<file path="src/rtl/rv_trace_packer_if.sv">
// Write-back retire bus and 32-bit trace word stream used by rv_trace_packer.
// The core side drives the retire bus; the packer drives the stream.
interface rv_trace_wb_if;
    logic        valid;
    logic [29:0] pc;
    logic [31:0] instr;
    logic        reg_write;
    logic [4:0]  rd;
    logic [31:0] reg_data;
    logic        mem_read;
    logic        mem_write;
    logic [3:0]  mem_sel;
    logic [31:0] mem_addr;
    logic [31:0] mem_data;

    modport master (output valid, pc, instr, reg_write, rd, reg_data,
                    mem_read, mem_write, mem_sel, mem_addr, mem_data);
    modport slave  (input  valid, pc, instr, reg_write, rd, reg_data,
                    mem_read, mem_write, mem_sel, mem_addr, mem_data);
endinterface

interface rv_trace_stream_if;
    logic        valid;
    logic [31:0] data;
    logic        last;
    logic        ready;

    modport master (output valid, data, last, input  ready);
    modport slave  (input  valid, data, last, output ready);
endinterface

</file>
<file path="src/rtl/rv_trace_packer.sv">
// Retired-instruction trace capture: one packed record per retire into a small FIFO,
// serialized as 32-bit words on a valid/ready stream. The core is never stalled.
//
// state   | meaning
// S_IDLE  | no record in flight, stream idle
// S_HDR   | header word presented
// S_PC    | {pc,2'b00} presented
// S_INSTR | opcode presented
// S_RDATA | rd write data presented
// S_MADDR | memory access address presented
// S_MDATA | load/store data presented
module rv_trace_packer #(
    parameter int DEPTH = 8,
    parameter int SEQ_W = 12
) (
    input  logic                     i_clk,
    input  logic                     i_reset_n,
    input  logic                     i_trace_en,
    rv_trace_wb_if.slave             wb,
    rv_trace_stream_if.master        trc,
    output logic [15:0]              o_drop_cnt,
    output logic [$clog2(DEPTH):0]   o_fifo_level
);
    localparam int AW    = $clog2(DEPTH);
    localparam int LVL_W = AW + 1;

    typedef struct packed {
        logic [31:0] hdr;
        logic [29:0] pc;
        logic [31:0] instr;
        logic [31:0] rdata;
        logic [31:0] maddr;
        logic [31:0] mdata;
    } rec_t;

    typedef enum logic [2:0] {
        S_IDLE, S_HDR, S_PC, S_INSTR, S_RDATA, S_MADDR, S_MDATA
    } state_t;

    rec_t             fifo_mem [DEPTH];
    logic [AW-1:0]    wr_ptr, rd_ptr;
    logic [LVL_W-1:0] level;
    state_t           state, nxt_state;
    rec_t             cur;
    logic             lost;
    logic [SEQ_W-1:0] seq;

    logic push_req, push, pop, full, empty, fire, has_mem;
    logic [2:0]  wcnt;
    logic [31:0] new_hdr;
    rec_t        new_rec;

    // Optional words follow the header flags: RDATA when rd written, MADDR/MDATA for any mem op.
    function automatic state_t next_of(state_t s, logic [31:0] hdr);
        logic rw, mem;
        rw  = hdr[24];
        mem = hdr[23] | hdr[22];
        case (s)
            S_HDR:   return S_PC;
            S_PC:    return S_INSTR;
            S_INSTR: return rw ? S_RDATA : (mem ? S_MADDR : S_IDLE);
            S_RDATA: return mem ? S_MADDR : S_IDLE;
            S_MADDR: return S_MDATA;
            default: return S_IDLE;
        endcase
    endfunction

    function automatic logic [31:0] word_of(state_t s, rec_t r);
        case (s)
            S_HDR:   return r.hdr;
            S_PC:    return {r.pc, 2'b00};
            S_INSTR: return r.instr;
            S_RDATA: return r.rdata;
            S_MADDR: return r.maddr;
            S_MDATA: return r.mdata;
            default: return 32'd0;
        endcase
    endfunction

    assign push_req  = wb.valid & i_trace_en;
    assign full      = (level == LVL_W'(DEPTH));
    assign empty     = (level == '0);
    assign fire      = trc.valid & trc.ready;
    assign pop       = !empty & ((state == S_IDLE) | (fire & trc.last));
    assign push      = push_req & (!full | pop);
    assign has_mem   = wb.mem_read | wb.mem_write;
    assign wcnt      = 3'd3 + {2'b00, wb.reg_write} + {1'b0, has_mem, 1'b0};
    assign new_hdr   = {4'hA, wcnt, wb.reg_write, wb.mem_write, wb.mem_read, lost,
                        wb.reg_write ? wb.rd : 5'd0, has_mem ? wb.mem_sel : 4'd0, seq};
    assign new_rec   = {new_hdr, wb.pc, wb.instr, wb.reg_data, wb.mem_addr, wb.mem_data};
    assign nxt_state = next_of(state, cur.hdr);
    assign o_fifo_level = level;

    always_ff @(posedge i_clk) begin
        if (push) fifo_mem[wr_ptr] <= new_rec;
    end

    always_ff @(posedge i_clk or negedge i_reset_n) begin
        if (!i_reset_n) begin
            state      <= S_IDLE;
            cur        <= '0;
            trc.valid  <= 1'b0;
            trc.data   <= 32'd0;
            trc.last   <= 1'b0;
            wr_ptr     <= '0;
            rd_ptr     <= '0;
            level      <= '0;
            lost       <= 1'b0;
            seq        <= '0;
            o_drop_cnt <= 16'd0;
        end else begin
            if (push_req) seq <= seq + 1'b1;
            if (push) begin
                wr_ptr <= wr_ptr + 1'b1;
                lost   <= 1'b0;
            end else if (push_req) begin
                lost <= 1'b1;
                if (o_drop_cnt != 16'hFFFF) o_drop_cnt <= o_drop_cnt + 16'd1;
            end
            level <= level + LVL_W'(push) - LVL_W'(pop);

            // A pop either starts from idle or chains straight off an accepted last word.
            if (pop) begin
                rd_ptr    <= rd_ptr + 1'b1;
                cur       <= fifo_mem[rd_ptr];
                state     <= S_HDR;
                trc.valid <= 1'b1;
                trc.data  <= fifo_mem[rd_ptr].hdr;
                trc.last  <= 1'b0;
            end else if (fire) begin
                state     <= nxt_state;
                trc.valid <= (nxt_state != S_IDLE);
                trc.data  <= word_of(nxt_state, cur);
                trc.last  <= (nxt_state != S_IDLE) && (next_of(nxt_state, cur.hdr) == S_IDLE);
            end
        end
    end
endmodule

</file>
<file path="src/flat_wrapper.sv">
// flat-port wrapper written by rule: the top's interface ports become plain ports
module rv_trace_packer_flat 
#(
    parameter int DEPTH = 8,
    parameter int SEQ_W = 12
)
  (i_clk, i_reset_n, i_trace_en, o_drop_cnt, o_fifo_level, wb_valid, wb_pc, wb_instr, wb_reg_write, wb_rd, wb_reg_data, wb_mem_read, wb_mem_write, wb_mem_sel, wb_mem_addr, wb_mem_data, trc_valid, trc_data, trc_last, trc_ready);
  rv_trace_wb_if wb_i ();
  rv_trace_stream_if trc_i ();
  input  logic i_clk;
  input  logic i_reset_n;
  input  logic i_trace_en;
  output logic [15:0] o_drop_cnt;
  output logic [$clog2(DEPTH):0] o_fifo_level;
  input wire logic [$bits(wb_i.valid)-1:0] wb_valid;
  input wire logic [$bits(wb_i.pc)-1:0] wb_pc;
  input wire logic [$bits(wb_i.instr)-1:0] wb_instr;
  input wire logic [$bits(wb_i.reg_write)-1:0] wb_reg_write;
  input wire logic [$bits(wb_i.rd)-1:0] wb_rd;
  input wire logic [$bits(wb_i.reg_data)-1:0] wb_reg_data;
  input wire logic [$bits(wb_i.mem_read)-1:0] wb_mem_read;
  input wire logic [$bits(wb_i.mem_write)-1:0] wb_mem_write;
  input wire logic [$bits(wb_i.mem_sel)-1:0] wb_mem_sel;
  input wire logic [$bits(wb_i.mem_addr)-1:0] wb_mem_addr;
  input wire logic [$bits(wb_i.mem_data)-1:0] wb_mem_data;
  output wire logic [$bits(trc_i.valid)-1:0] trc_valid;
  output wire logic [$bits(trc_i.data)-1:0] trc_data;
  output wire logic [$bits(trc_i.last)-1:0] trc_last;
  input wire logic [$bits(trc_i.ready)-1:0] trc_ready;
  assign wb_i.valid = wb_valid;
  assign wb_i.pc = wb_pc;
  assign wb_i.instr = wb_instr;
  assign wb_i.reg_write = wb_reg_write;
  assign wb_i.rd = wb_rd;
  assign wb_i.reg_data = wb_reg_data;
  assign wb_i.mem_read = wb_mem_read;
  assign wb_i.mem_write = wb_mem_write;
  assign wb_i.mem_sel = wb_mem_sel;
  assign wb_i.mem_addr = wb_mem_addr;
  assign wb_i.mem_data = wb_mem_data;
  assign trc_valid = trc_i.valid;
  assign trc_data = trc_i.data;
  assign trc_last = trc_i.last;
  assign trc_i.ready = trc_ready;
  rv_trace_packer #(.DEPTH(DEPTH), .SEQ_W(SEQ_W)) u_core (.i_clk(i_clk), .i_reset_n(i_reset_n), .i_trace_en(i_trace_en), .wb(wb_i), .trc(trc_i), .o_drop_cnt(o_drop_cnt), .o_fifo_level(o_fifo_level));
endmodule
</file>
<file path="config.mk">
export PLATFORM = sky130hd
export DESIGN_NAME = rv_trace_packer_flat
export DESIGN_NICKNAME = d
export VERILOG_FILES = /design/src/rtl/rv_trace_packer_if.sv /design/src/rtl/rv_trace_packer.sv /design/src/flat_wrapper.sv
export SDC_FILE = /design/constraint.sdc
export NUM_CORES = 2
export LEC_CHECK = 0
export ABC_AREA = 1
export CAP_MARGIN = 20
export CELL_PAD_IN_SITES_DETAIL_PLACEMENT = 1
export CELL_PAD_IN_SITES_GLOBAL_PLACEMENT = 1
export CORE_MARGIN = 2
export CORE_UTILIZATION = 46
export DETAILED_ROUTE_END_ITERATION = 16
export GPL_TIMING_DRIVEN = 0
export MAX_ROUTING_LAYER = met4
export PLACE_DENSITY_LB_ADDON = 0.15
export SLEW_MARGIN = 20
export SYNTH_ARGS = -nofsm -noshare
export SYNTH_HDL_FRONTEND = slang
export SYNTH_SLANG_ARGS = --single-unit
</file>
<file path="constraint.sdc">
create_clock -name i_clk -period 9.3 [get_ports i_clk]
set_input_delay 1.86 -clock i_clk [delete_from_list [all_inputs] [get_ports i_clk]]
set_output_delay 1.86 -clock i_clk [all_outputs]
set_load 0.005 [all_outputs]
</file>
# Yosys cells after proc, flatten, opt, wreduce, memory -nomap -nowiden
# Memory sizes are Yosys's and may differ from the RTL's.
# Index checks and enable logic that the tools add are counted.
[classes]
addsub = 8
n_eq_ne = 13
muxes = 21
bitwise = 10
n_reduce_logical = 10
[ops]
columns = ["operator", "n"]
rows = [
  ["case mux 32 bit (6 select lines)", 1],
  ["2-to-1 mux 32 bit", 2],
  ["case mux 3 bit (5 select lines)", 2],
  ["2-to-1 mux 3 bit", 6],
  ["adder 16 x 1 -> 16 bit (second input constant)", 1],
  ["!= test 16 bit (second input constant)", 1],
  ["== test 3 bit (second input constant)", 5],
  ["adder 12 x 1 -> 12 bit (second input constant)", 1],
  ["== test 3 x 2 -> 1 bit (second input constant)", 4],
  ["2-to-1 mux 1 bit", 8],
  ["adder 3 x 1 -> 3 bit (second input constant)", 2],
  ["== test 3 x 1 -> 1 bit (second input constant)", 2],
  ["zero test 3 bit", 2],
  ["AND 1 bit", 5],
  ["2-to-1 mux 5 bit", 1],
  ["adder 4 x 1 -> 4 bit", 1],
  ["== test 4 bit (second input constant)", 1],
  ["zero test 4 bit", 1],
  ["2-to-1 mux 4 bit", 1],
  ["bitwise OR 1 bit", 4],
  ["nonzero test 2 bit", 2],
  ["subtractor 4 x 1 -> 4 bit", 1],
  ["adder 2 x 1 -> 3 bit (first input constant)", 1],
  ["adder 3 x 2 -> 3 bit", 1],
  ["5 further kinds", 6],
]
[word_totals]
register_bits = 266
ram_bits = 1488
in_bits = 175
output_inout_bits = 54
elab_cells = 79
memories = 1
[memory_table]
columns = ["name", "depth", "word_bits", "read_ports", "rd_ports_with_merged_regs", "write_ports", "line", "rtl"]
rows = [
  ["u_core.fifo_mem", 8, 186, 1, 0, 1, "rv_trace_packer.sv:40", "rec_t fifo_mem [DEPTH];"],
]

# Logic depth before layout (Yosys ltp)
[logic_depth]
ltp_word = 12
ltp_mapped = 14
depth_no_buf = 12

# Worst setup path before layout
# OpenSTA, ideal clock, no wires.
[synth_path]
path_type = "input-to-reg"
startpoint = "in trc_ready"
endpoint = "mem u_core.fifo_mem[1][0] in the netlist's numbering (enable)"
setup_time_ns = 0.735
arrival_time_ns = 10.348
required_time_ns = 8.565
path_slack_ns = -1.783
path_stages = 10
n_path_buf = 0
cell_sequence = "nand2_1 inv_2 nand2_1 nand2_1 nand2_4 inv_4 nor2_8 nor2_8 nand2_1 nor2_1"
[synth_via]
elab_chain_len = 8
[synth_rtl]
columns = ["element", "line", "rtl"]
rows = [
  ["start, declared", "flat_wrapper.sv:29", "input wire logic [$bits(trc_i.ready)-1:0] trc_ready;"],
  ["AND 1 bit", "rv_trace_packer.sv:83", "assign fire = trc.valid & trc.ready;"],
  ["AND 1 bit", "rv_trace_packer.sv:84", "assign pop = !empty & ((state == S_IDLE) | (fire & trc.last));"],
  ["bitwise OR 1 bit", "rv_trace_packer.sv:84", ""],
  ["AND 1 bit", "rv_trace_packer.sv:84", ""],
  ["bitwise OR 1 bit", "rv_trace_packer.sv:85", "assign push = push_req & (!full | pop);"],
  ["AND 1 bit", "rv_trace_packer.sv:85", ""],
  ["net u_core.push", "rv_trace_packer.sv:48", "logic push_req, push, pop, full, empty, fire, has_mem;"],
  ["2-to-1 mux 1 bit", "rv_trace_packer.sv:95", "if (push) fifo_mem[wr_ptr] <= new_rec;"],
  ["2-to-1 mux 1 bit (implied by the code)", "rv_trace_packer.sv:95", ""],
  ["end, declared", "rv_trace_packer.sv:40", ""],
]
# The timed path passes the listed nets, and every way through them passes these cells.

# Worst setup path in the final report
[layout_path]
startpoint = "in trc_ready"
endpoint = "mem u_core.fifo_mem[0][43] in the netlist's numbering (enable)"
# The elaborated chain is that of the path after synthesis.

==> flow_summary_export.csv <==
group,metric,value,unit
outcome,status,"complete, no violations",
place,io_buffers,228,
clock_network,worstSkewPairLatency,0.82,ns
critical_path,r2r-end,"u_core.fifo_mem[0][43]$_DFFE_PP_",
route,firstDrtPassIters,5,
power,vdd_drop_max,0.164,mV
synthesis,synth_top_area_frac,0.658,
critical_path,cp_data_arrival_time,5.77,ns
synthesis,yosysMostFrequentCell,"edfxtp_1",
clock_network,cts-resized-gates,0,
clock_network,cts_buffers,180,
clock_network,htree_levels,4,
route,wl_per_cell,29.0,um
power,p_int,13.4,mW
power,pwr-share-comb,0.064,
sta,setup_viol,0,
route,routed_wl,229000,um
clock_network,cts_root_buffer,"clkbuf_16",
critical_path,max_stage_delay,0.62,ns
critical_path,cpLargestDelayFamily,"buffers and inverters",
synthesis,synth-xor-area-share,0.00400,
synthesis,synth_top_family_by_area,"simple AND/OR/NAND/NOR gates",
synthesis,synthSimpleGateAreaFrac,0.110,
synthesis,netlist_area,0.0679,mm^2
synthesis,synth-async-reset-ratio,0.137,
floorplan,die_height,388,um
global_routing,grt.total_usage,0.311,
floorplan,die_w,388,um
floorplan,rows,140,
clock_network,post-cts-setup-buffers,0,
sta,whs,0.489,ns
place,dpl-instance-area,0.0747,mm^2
sta,rsz0062_at_grt,"no",
synthesis,yosys.area.top_type,"edfxtp_1",
place,gp_congestion,0.976,
clock_network,path_clk_slew,0.06,ns
global_routing,first_global_vias,48200,
critical_path,r2r_slack,5.21,ns
critical_path,required,9.80,ns
route,vias,46900,
synthesis,synth_area_per_cell,12.7,um^2
global_routing,grt_overflow,0,
power,p_clk_frac,0.405,
clock_network,cts.sinks,1725,
power,switching_share,0.226,
power,pwr_density_cell,215,mW/mm^2
critical_path,startpoint_type,"input port",
synthesis,ys_ff_latch,1725,
route,drt_iter0_drc,4750,
min_path,hp-class,"reg -> reg",
synthesis,synth_ff_type,"edfxtp_1",
synthesis,synth_nets,5516,
sta,tightest_slew,1.01,ns
critical_path,path_buf_inv,9,
synthesis,yosysSeqAreaShare,0.745,
floorplan,core_area,0.146,mm^2
power,cellLeakagePower,28.4,nW
floorplan,die_area,0.151,mm^2
route,viasPerCell,5.94,
critical_path,critPathLaunch,"trc_ready",
route,drcViolationCount,0,
power,power_frac_seq,0.531,
min_path,min_to,"u_core.cur[154]$_DFFE_PN0P_",
synthesis,synth-compound-area-share,0.103,
sta,finalClockSkew,0.0255,ns
clock_network,cts_buffer_depth,3,
global_routing,grt_pass1_wl,332000,um
power,switchingPower,3.91,mW
synthesis,yosysWarnings,0,
synthesis,synthTopCellsByCount,"1488 x edfxtp_1, 871 x nor2_1, 692 x o21ai_0, 682 x nand2_1, 286 x nand3_1",
global_routing,antenna_found_initial,16,
clock_network,postCtsHoldBufs,0,
synthesis,synth_edf_count,1488,
route,ant_nets,0,
synthesis,synthTopCellsByArea,"edfxtp_1 66%, dfrtp_1 8.7%, o21ai_0 5.1%",
finish,drive_above_1_share,0.0901,
min_path,holdPathStages,2,
min_path,hold_path.startpoint,"u_core.cur[154]$_DFFE_PN0P_",
synthesis,ys_types,37,
synthesis,synth-adder-area-share,0.00232,
job,timing.max_cap.violations,0,
finish,final_nets,6012,
synthesis,synth_mux_area_frac,0,
critical_path,crit_type,"in -> reg",
sta,slew_violations,0,
critical_path,worstReg2RegStart,"u_core.trc.valid$_DFFE_PN0P_",
critical_path,r2r_cells,16,
critical_path,cp_max_fo,18,
critical_path,cp_slowest_cell,"clkdlybuf4s50_1",
sta,fmax,0.190,GHz
sta,max_slew_margin,0.325,
floorplan,ioPinCount,229,
finish,area_growth,18.3,%
sta,fin_crit_sh,0.566,
place,dp_hpwl,157000,um
clock_network,cts_tree,"yes",
finish,final_area,0.0804,mm^2
critical_path,crit_chain,"clkdlybuf4s50_1 -> nand2_1 -> inv_2 -> nand2_1 -> nand2_1 -> nand2_4 -> inv_4 -> nor2_8 -> nor2_8 -> inv_2 -> or2_4 -> nor2_4 -> buf_16 -> buf_16 -> buf_12 -> buf_12 -> buf_16",
floorplan,initial_core_util,0.465,
sta,post-route-min-period,5.27,ns
sta,hold_viol,0,
critical_path,crit_path_end_kind,"flip-flop",
global_routing,grt_max_degree,87,
synthesis,synth_cells,5329,
## area by class of cell
type                    instances  area [um^2]
repair buffers                314         4300
fillers                     14600        65700
inverters                     179          677
plain buffers                 357         1710
diodes                         15         37.5
flip-flops and latches       1725        50600
clock inverters               100          830
multi-input cells            3068        15000
well taps                    1917         2400
clock buffers                 229         4820
## cells in the final DEF, fill, tap and decap left out, types with 9 or more instances in the layout
cell type and instances:
bufinv_16 11, dfrtp_1 237, nor2_4 9, xor2_1 25
diode_2 15, nand2_1 682, o221ai_1 278, clkinv_2 28
nor2_1 867, buf_4 20, o21ai_1 78, ha_1 11
o211ai_1 38, clkbuf_1 211, a21oi_1 32, buf_16 39
o22ai_1 33, clkbuf_16 184, buf_12 47, clkdlybuf4s50_1 227
o21ai_0 692, edfxtp_1 1488, clkinv_1 42, buf_2 127
inv_1 169, buf_1 18, buf_6 17, nand3_1 286
## worst max-delay path by stage
| stage | slack (ns) | cells past startpoint | end |
|---|---|---|---|
| 4_1_cts | 4.12 | 17 | u_core.fifo_mem[0][43]$_DFFE_PP_ |
| 5_1_grt | 3.91 | 17 | u_core.fifo_mem[0][43]$_DFFE_PP_ |
| 3_5_place_dp | 3.27 | 17 | u_core.fifo_mem[0][114]$_DFFE_PP_ |
| 3_3_place_gp | -10.75 | 11 | u_core.fifo_mem[3][116]$_DFFE_PP_ |
| 2_1_floorplan | -1.78 | 10 | u_core.fifo_mem[1][0]$_DFFE_PP_ |
| 6_report | 4.03 | 17 | u_core.fifo_mem[0][43]$_DFFE_PP_ |
## kinds of logic (layout without fill, tap and decap cells)
group | Yosys count | in the layout
buffers and inverters | 536 | 1179
other | 0 | 15
adder cells (fa/ha/maj) | 12 | 12
flip-flops | 1725 | 1725
AO/OA/AOI/OAI | 1157 | 1157
AND/OR/NAND/NOR | 1868 | 1868
XOR/XNOR | 31 | 31
## per-layer routing
layer  up-vias  GRT usage  routed length, um
met1     24200      0.411              94400
met2      2011      0.491             110000
li1      20400          -                  -
met3       361     0.0524              17100
met4         0      0.104               7650
met5         -          -                  0
## sequential cells by signal, summed over array words and instances, names as in the netlist
register	flops
u_core.cur	161
u_core.fifo_mem	1488
u_core.lost	1
u_core.o_drop_cnt	16
u_core.o_fifo_level	4
u_core.rd_ptr	3
u_core.seq	12
u_core.state	3
u_core.trc.data	32
u_core.trc.last	1
u_core.trc.valid	1
u_core.wr_ptr	3
## tightest hold or removal path, stage by stage, from the launching register on
cell	delay [ns]
dfrtp_1	0.35
nand2_1	0.06
nand2_1	0.05
## power by group through the flow
| stage | sequential, mW | combinational [mW] | clock [mW] |
|---|---|---|---|
| final | 9.18 | 1.10 | 7.00 |
| after floorplan | 9.40 | 0.411 | 0 |
| after global routing | 9.22 | 1.19 | 7.36 |
| after CTS | 9.18 | 1.12 | 7.07 |
| after global placement | 9.57 | 0.861 | 0 |
| after detailed placement | 9.34 | 1.11 | 0 |
## stage by stage
stage	cells	setup slack, ns	power [mW]	TNS (ns)	util
3_3_place_gp	7474	-10.75	10.4	-	0.497
4_1_cts	7889	4.12	17.4	0	0.550
2_1_floorplan	5329	-1.78	9.81	-1326.68	-
3_5_place_dp	7560	3.27	10.4	0	0.511
5_1_grt	7901	3.91	17.8	0	0.550
6_report	7904	4.03	17.3	0	0.550
(Power assumes the default switching activity.)
